===== config.mk =====
export PLATFORM = sky130hd
export DESIGN_NAME = ov5640_cfg_seq
export DESIGN_NICKNAME = d
export VERILOG_FILES = /design/src/rtl/ov5640_cfg_seq.sv
export SDC_FILE = /design/constraint.sdc
export NUM_CORES = 1
export LEC_CHECK = 0
export ABC_AREA = 1
export ABC_CLOCK_PERIOD_IN_PS = 6700
export CAP_MARGIN = 20
export CORE_MARGIN = 8
export CORE_UTILIZATION = 35
export DETAILED_ROUTE_END_ITERATION = 16
export PLACE_DENSITY = 0.57
export REMOVE_ABC_BUFFERS = 1
export SLEW_MARGIN = 15
export SYNTH_ARGS = -nofsm -noshare
export SYNTH_HDL_FRONTEND = slang
export SYNTH_SLANG_ARGS = --single-unit

===== constraint.sdc =====
create_clock -name clk -period 6.7 [get_ports clk]
set_clock_uncertainty 0.15 [all_clocks]
set_input_delay 1.34 -clock clk [delete_from_list [all_inputs] [get_ports clk]]
set_output_delay 1.34 -clock clk [all_outputs]
set_load 0.03 [all_outputs]

===== src/rtl/ov5640_cfg_seq.sv =====
// OV5640 power-up and register-table sequencer: times PWDN/RESETB, then streams
// 24-bit {reg_addr, data} entries from a table ROM to i2c_master.
module ov5640_cfg_seq #(
    parameter int unsigned REG_NUM  = 256,
    parameter int unsigned PWR_DLY  = 1_000_000,
    parameter int unsigned DLY_UNIT = 50_000,
    parameter int unsigned TIMEOUT  = 200_000
) (
    input  logic        clk,
    input  logic        rst,
    input  logic        start,
    output logic [7:0]  rom_addr,
    input  logic [23:0] rom_data,
    output logic [23:0] din,
    output logic        din_vld,
    input  logic        send_done,
    output logic        cam_pwdn,
    output logic        cam_rst_n,
    output logic        cfg_busy,
    output logic        cfg_done,
    output logic        cfg_err
);

    localparam int unsigned CNT_W = 32;
    localparam int unsigned IDX_W = 8;
    localparam logic [CNT_W-1:0] PWR_LAST = CNT_W'(PWR_DLY - 1);
    localparam logic [CNT_W-1:0] TO_LAST  = CNT_W'(TIMEOUT - 1);
    localparam logic [IDX_W-1:0] IDX_LAST = IDX_W'(REG_NUM - 1);

    typedef enum logic [3:0] {
        S_PWR_PD,
        S_PWR_RST,
        S_PWR_WAIT,
        S_FETCH,
        S_DECODE,
        S_SEND,
        S_WAIT,
        S_DELAY,
        S_NEXT,
        S_DONE,
        S_ERR
    } state_t;

    state_t           state;
    state_t           next_state;
    logic [CNT_W-1:0] cnt;
    logic [IDX_W-1:0] idx;
    logic [CNT_W-1:0] dly_cyc;

    logic is_delay_c;
    logic dly_over_c;
    logic pwdn_c;
    logic rst_n_c;
    logic vld_c;
    logic busy_c;
    logic done_c;
    logic err_c;

    // An address of FFFF marks a delay entry; a zero-length delay still spends one cycle.
    assign is_delay_c = (rom_data[23:8] == 16'hFFFF);
    assign dly_over_c = (dly_cyc == '0) || (cnt >= dly_cyc - CNT_W'(1));
    assign rom_addr   = idx;

    always_ff @(posedge clk) begin
        if (rst) begin
            state <= S_PWR_PD;
        end else begin
            state <= next_state;
        end
    end

    always_comb begin
        next_state = state;
        case (state)
            S_PWR_PD:   if (cnt == PWR_LAST) next_state = S_PWR_RST;
            S_PWR_RST:  if (cnt == PWR_LAST) next_state = S_PWR_WAIT;
            S_PWR_WAIT: if (cnt == PWR_LAST) next_state = S_FETCH;
            S_FETCH:    next_state = S_DECODE;
            S_DECODE:   next_state = is_delay_c ? S_DELAY : S_SEND;
            S_SEND:     next_state = S_WAIT;
            S_WAIT: begin
                if (send_done) begin
                    next_state = S_NEXT;
                end else if (cnt == TO_LAST) begin
                    next_state = S_ERR;
                end
            end
            S_DELAY:    if (dly_over_c) next_state = S_NEXT;
            S_NEXT:     next_state = (idx == IDX_LAST) ? S_DONE : S_FETCH;
            S_DONE:     if (start) next_state = S_FETCH;
            S_ERR:      if (start) next_state = S_FETCH;
            default:    next_state = S_PWR_PD;
        endcase
    end

    // Output values for the state being entered, so the registered pins track the state.
    always_comb begin
        pwdn_c  = 1'b0;
        rst_n_c = 1'b1;
        vld_c   = 1'b0;
        busy_c  = 1'b1;
        done_c  = 1'b0;
        err_c   = 1'b0;
        case (next_state)
            S_PWR_PD: begin
                pwdn_c  = 1'b1;
                rst_n_c = 1'b0;
            end
            S_PWR_RST: rst_n_c = 1'b0;
            S_SEND:    vld_c = 1'b1;
            S_DONE: begin
                busy_c = 1'b0;
                done_c = 1'b1;
            end
            S_ERR: begin
                busy_c = 1'b0;
                err_c  = 1'b1;
            end
            default: ;
        endcase
    end

    always_ff @(posedge clk) begin
        if (rst) begin
            cnt       <= '0;
            idx       <= '0;
            dly_cyc   <= '0;
            din       <= '0;
            din_vld   <= 1'b0;
            cam_pwdn  <= 1'b1;
            cam_rst_n <= 1'b0;
            cfg_busy  <= 1'b1;
            cfg_done  <= 1'b0;
            cfg_err   <= 1'b0;
        end else begin
            cnt <= (next_state != state) ? '0 : cnt + CNT_W'(1);
            // Only NEXT advances the index; every other entry into FETCH restarts the table.
            if ((next_state == S_FETCH) && (state != S_FETCH)) begin
                idx <= (state == S_NEXT) ? idx + IDX_W'(1) : '0;
            end
            if (state == S_DECODE) begin
                if (is_delay_c) begin
                    dly_cyc <= CNT_W'(rom_data[7:0]) * CNT_W'(DLY_UNIT);
                end else begin
                    din <= rom_data;
                end
            end
            din_vld   <= vld_c;
            cam_pwdn  <= pwdn_c;
            cam_rst_n <= rst_n_c;
            cfg_busy  <= busy_c;
            cfg_done  <= done_c;
            cfg_err   <= err_c;
        end
    end

endmodule

==> results of run 1 <==
==> state kept, by name (all words and copies together) (netlist names), 4 cells and up <==
register / flops
cnt: 32
din: 24
dly_cyc: 20
rom_addr: 8
state: 4
==> per-layer routing <==
layer / vias to the layer above / share of wire [%]
li1: 3302 / -
met1: 2683 / 49
met2: 72 / 45
met3: 20 / 3.5
met4: 0 / 1.8
met5: - / 0
==> cell families (layout without fill, tap and decap cells) <==
group,Yosys count,in the layout,synth area share (%)
buf+inv,171,236,9.60
flops,94,94,26.6
fa+ha+maj,97,97,18.4
xor+xnor,59,59,7.30
simple gates,447,447,28.9
compound gates,121,121,9.18
==> worst paths after layout <==
path                                              start                       end  slack [ns]  cells after the start
worst min-delay path                  cnt[0]$_SDFF_PP0_         cnt[0]$_SDFF_PP0_        0.31                      1
worst min register to register        cnt[0]$_SDFF_PP0_         cnt[0]$_SDFF_PP0_        0.31                      1
worst max-delay path                        rom_data[6]  dly_cyc[23]$_SDFFE_PP0P_        1.68                     17
worst max register to register  dly_cyc[4]$_SDFFE_PP0P_        cnt[10]$_SDFF_PP0_        2.42                     20
==> cell type report <==
class | count | area, um2 | area share [%]
multi-input cells | 724 | 4520 | 54.6
flip-flops and latches | 94 | 1880 | 22.7
repair buffers | 66 | 658 | 7.96
inverters | 154 | 578 | 6.99
well taps | 270 | 338 | 4.08
clock buffers | 9 | 225 | 2.72
clock inverters | 7 | 75.1 | 0.908
==> Yosys cell counts, drive strengths merged <==
library cell	n
o21a	1
a211oi	1
ha	85
nor3b	3
buf	6
nand2	150
and2b	1
nor2	175
nand4	26
xor2	43
o31ai	2
xnor2	16
a21oi	54
and2	1
a21o	3
o21bai	3
nor4	4
nand3	52
inv	152
a31oi	3
clkinv	2
dfxtp	94
o21ai	51
or2	5
fa	12
nor3	30
o211ai	3
clkbuf	11
==> metrics by stage <==
stage | hold slack (ns) | instance area, um2 | std cells | util [%]
floorplan | 0.278 | 6980 | 972 | -
global placement | 0.289 | 7970 | 1308 | 39.8
detailed placement | 0.290 | 7970 | 1308 | 39.8
CTS | 0.318 | 8270 | 1324 | 41.3
global route | 0.342 | 8270 | 1324 | 41.3
finish | 0.315 | 8270 | 1324 | 41.3
==> worst max-delay path: stages <==
cell and delay [ns]:
clkdlybuf4s50_1 0.60, inv_1 0.11, ha_1 0.29, inv_1 0.04, ha_1 0.31, inv_1 0.07, fa_1 0.42, inv_1 0.08
fa_1 0.42, ha_1 0.38, a21oi_1 0.24, or2_2 0.15, nand4_1 0.18, a21oi_1 0.21, xor2_1 0.08, o21ai_0 0.14
inv_1 0.05
==> power groups by stage <==
stage / logic [mW] / registers, mW / clock network (mW)
global placement: 0.350 / 0.574 / 0
floorplan: 0.256 / 0.574 / 0
CTS: 0.351 / 0.561 / 0.541
finish: 0.350 / 0.561 / 0.525
detailed placement: 0.344 / 0.574 / 0
global route: 0.400 / 0.561 / 0.564
==> results.md, run 1 <==
- GR Util All Layers: 14.2%
- Mapped Avg Cell Area: 7.16 um2
- Critical path capture point type: register
- Critical path required time: 6.80 ns
- Drt drc: 0
- CP Class: input port to register
- Leading area contributor after synthesis: dfxtp_1
- Area Overhead vs Synth: 16.9%
- Layout cells sized above 1: under 10%
- Min cycle time layout: 5.02 ns
- Post-synthesis sequential area ratio: 26.6%
- # IOs: 66
- Top post-synthesis cells by area: dfxtp_1 27%, ha_1 15%, inv_1 7.9%
- Post-CTS Hold Buffers: 0
- Fmax: 199 MHz
- Part of the power in combinational logic: around a quarter
- Core area: 20000 um2
- CTS H-tree depth: 3
- Via count: between 6000 and 7000
- Num rows: 52
- Status: finished clean
- Flop pwr share: between 30% and 40%
- Relative slew slack: 45.5%
- CTS Root Cell: clkbuf_16
- Worst-Skew Late Latency: 0.36 ns
- Vias in the first global route: 6021
- Die W: 158 um
- Clock share of power: 36.6%
- Internal power: between 0.9 and 1 mW
- Max_cap viols: 0
- Startpoint Class: input port
- Pin count of the biggest net entering global routing: 48
- Final ANT Viol Nets: 0
- Clk sink count: 94
- Sw power: 0.469 mW
- Met2 GRT Util: 23.5%
- Yosys warns: 0
- Post-Syn Area: 7080 um2
- CTS tree: built
- Initial antenna violation count: 0
- Synth Register Bits: 94
- HPWL after DPL: 13.4 mm
- # nets final: 1174
- Measured slew at the worst slew-check pin: between 0.8 and 0.9 ns
- Drt wl/cell: 12.8 um
- Die Height: about 160 um
- Final Hold Viols: 0
- Postcts setup bufs: 0
- Fin worst setup slack: between 1.5 and 2 ns
- Max Transition Viols Final: 0
- Most frequent cells in the layout: 148 x inv_1, 148 x nor2_1, 142 x nand2_1, 94 x dfxtp_1, 85 x ha_1
- Starting density of the core: 35.3%
- Global routing met1 resource utilization: about 18%
- GR Overflow Total: 0
- Drt total wl: 16.9 mm
- CTS clk-pin slew, worst paths: 0.07 ns
- CP arrival: 5.12 ns
- Number of buffers added on ports: 65
- Yosys top cell area share: 26.6%
- Setup_tns: 0 ns
- Power Dens Cells: approximately 170 nW/um2
- Cts repair resizes: 0
- First-pass DRT Iterations: 5
- First-pass GRT wire length: about 29 mm
- Fin crit share: 74.9%
- CP Max Fanout: 5
- Setup repair after global routing missed its margin: false
- Sw frac: 32.7%
- Place WS: ~1.3 ns
- 1st-iter DRT viols: approximately 280
- Total power: 1.44 mW
- Die Area: ~25000 um2
- Antenna cells: 0
- Clock buffer depth: 2
- HP Class: register to register
- Final setup violation count: 0
- Fillers: about 2200
- Mapped Cells: 989
- Via density per instance: ~4.6
- CTS buffer count: 9
- GR peak layer: met2
- GR Layer Usage met3: 3.17%
- Leak: just under 4 nW
- Yosys cell types: 42
- Global placer's final weighted congestion: 0.854
- Peak supply drop: around 0.00010 V
Power figures use the tool's default switching activity.
==> run 2, diff against run 1 <==
--- a/config.mk
+++ b/config.mk
@@ -6,7 +6,7 @@
 export NUM_CORES = 1
 export LEC_CHECK = 0
 export ABC_AREA = 1
-export ABC_CLOCK_PERIOD_IN_PS = 6700
+export ABC_CLOCK_PERIOD_IN_PS = 4800
 export CAP_MARGIN = 20
 export CORE_MARGIN = 8
 export CORE_UTILIZATION = 35
==> constraint.sdc (replaced) <==
create_clock -name clk -period 4.8 [get_ports clk]
set_clock_uncertainty 0.15 [all_clocks]
set_input_delay 0.96 -clock clk [delete_from_list [all_inputs] [get_ports clk]]
set_output_delay 0.96 -clock clk [all_outputs]
set_load 0.03 [all_outputs]
==> results.md, run 2 (synthesis gave the netlist of run 1 again) <==
- Relative slew slack: 50.3%
- HPWL after DPL: 13.6 mm
- Core area: 20000 um2
- Status: finished clean
- Area Overhead vs Synth: 18.9%
- Fillers: approximately 2200
- Pin count of the biggest net entering global routing: 48
- Critical path required time: between 4 and 5 ns
- CTS tree: built
- Fin crit share: 92.8%
- Post-Place Cells: 1327
- Critical path capture point type: register
- Die Height: 158 um
- Worst r2r src: dly_cyc[4]$_SDFFE_PP0P_
- Final ANT Viol Nets: 0
- Global placer's final weighted congestion: 0.846
- Peak supply drop: 0.000185 V
- CP max stage delay: 0.55 ns
- Final setup violation count: 0
- Starting density of the core: a little over a third
- CTS Root Cell: clkbuf_16
- # nets final: 1193
- Die Area: around 25000 um2
- CP arrival: 4.56 ns
- Hold endpoint: cnt[0]$_SDFF_PP0_
- Via density per instance: 4.58
- Crit path cell chain: clkdlybuf4s50_1 > ha_1 > ha_1 > inv_1 > fa_1 > fa_1 > inv_1 > ha_1 > a21oi_1 > nand2_1 > nand2_1 > nand2_1 > nand2_1 > nand2_1 > nand3_1 > nand2_1 > nand3_1 > nand2_1 > nand2_1 > nand3_1 > nand2_1 > inv_1
- Hold Path Depth: 1
- CP top delay family: adder cells
- GR Overflow Total: 0
- Num rows: 52
- Leak: 4.04 nW
- Worst Hold Slack: 0.310 ns
- Slowest-stage cell, CP: fa_1
- Measured slew at the worst slew-check pin: 0.742 ns
- Clk sink count: 94
- First-pass GRT wire length: 28.7 mm
- Antenna cells: 0
- Vias in the first global route: 5971
- Drt total wl: between 15 and 20 mm
- HP Class: register to register
- Setup repair after global routing missed its margin: false
- Power Dens Cells: 243 nW/um2
- Reg2reg setup slack: around 0.65 ns
- Worst hold start: cnt[0]$_SDFF_PP0_
- Max_cap viols: 0
- CTS buffer count: 9
- CP Class: input port to register
- Worst-Skew Late Latency: 0.36 ns
- Setup_tns: 0 ns
- Initial antenna violation count: 0
- Layout Cells excl Fill: 1343
- Cts repair resizes: 0
- Die W: 158 um
- Reg2reg path depth: 21
- CTS clk-pin slew, worst paths: 0.07 ns
- Fmax: 224 MHz
- Most flop-heavy register: cnt
- Layout cells sized above 1: 8.48%
- Buffers & Inverters on Critical Path: 4
- Max Transition Viols Final: 0
- Max FFs per register: 32
- 1st-iter DRT viols: 228
- Via count: 6157
- GR Util All Layers: 14.1%
- CP Max Fanout: 4
- Drt wl/cell: 12.6 um
- Critical Path Most Common Cell: nand2_1
- Clock buffer depth: 2
- # IOs: 66
- Largest regs: cnt (32), din (24), dly_cyc (20)
- Drt drc: 0
- Number of buffers added on ports: 65
- RR Endpoint: cnt[11]$_SDFF_PP0_
- Final Hold Viols: 0
- Most frequent cells in the layout: 148 x inv_1, 148 x nor2_1, 142 x nand2_1, 94 x dfxtp_1, 85 x ha_1
- Startpoint Class: input port
- Post-CTS Hold Buffers: 0
- Min cycle time layout: 4.46 ns
- Postcts setup bufs: 0
- CTS H-tree depth: 3
- First-pass DRT Iterations: 5
==> run 2: cell types whose count changed in the layout (fill, tap and decap cells not counted), sizes merged <==
cell and change:
clkinvlp +1, inv -1, buf +19
==> run 2: layer usage <==
metal | up-vias | track usage [%] | wire (um)
met3 | 14 | 3.08 | 509
met5 | - | 0 | 0
met2 | 54 | 23.7 | 7830
li1 | 3342 | - | -
met1 | 2747 | 17.9 | 8330
met4 | 0 | 4.04 | 242
==> run 2: worst max-delay path by stage <==
stage / startpoint / endpoint / slack, ns / depth (start not counted)
after global placement: rom_data[4] / dly_cyc[18]$_SDFFE_PP0P_ / 0.02 / 17
final: rom_data[4] / dly_cyc[17]$_SDFFE_PP0P_ / 0.34 / 22
after detailed placement: rom_data[4] / dly_cyc[18]$_SDFFE_PP0P_ / -0.02 / 17
after CTS: rom_data[4] / dly_cyc[18]$_SDFFE_PP0P_ / 0.35 / 17
after global routing: rom_data[4] / dly_cyc[18]$_SDFFE_PP0P_ / 0.06 / 17
after floorplan: rom_data[2] / dly_cyc[18]$_SDFFE_PP0P_ / 0.66 / 16
==> run 2: area by class of cell <==
type | instances | area (um2) | area share, %
timing repair buffer | 85 | 813 | 9.66
sequential | 94 | 1880 | 22.4
clock buffer | 9 | 225 | 2.68
tap | 270 | 338 | 4.01
multi-input combinational | 724 | 4520 | 53.7
clock inverter | 7 | 63.8 | 0.758
inverter | 154 | 578 | 6.87
==> run 2: power by group <==
group          switching (mW)  leakage (nW)  internal [mW]
Sequential            0.00183         0.757          0.781
Combinational           0.303          3.15          0.240
Clock                   0.351         0.136          0.364
==> run 2: stage by stage <==
| stage | power [mW] | util [%] | area [um2] | worst slack (ns) |
|---|---|---|---|---|
| floorplan | 1.16 | - | 6980 | 0.657 |
| global placement | 1.34 | 40.6 | 8130 | 0.0225 |
| detailed placement | 1.34 | 40.6 | 8130 | -0.0228 |
| CTS | 2.07 | 42.0 | 8420 | 0.347 |
| global route | 2.17 | 42.0 | 8420 | 0.0637 |
| finish | 2.04 | 42.0 | 8420 | 0.344 |
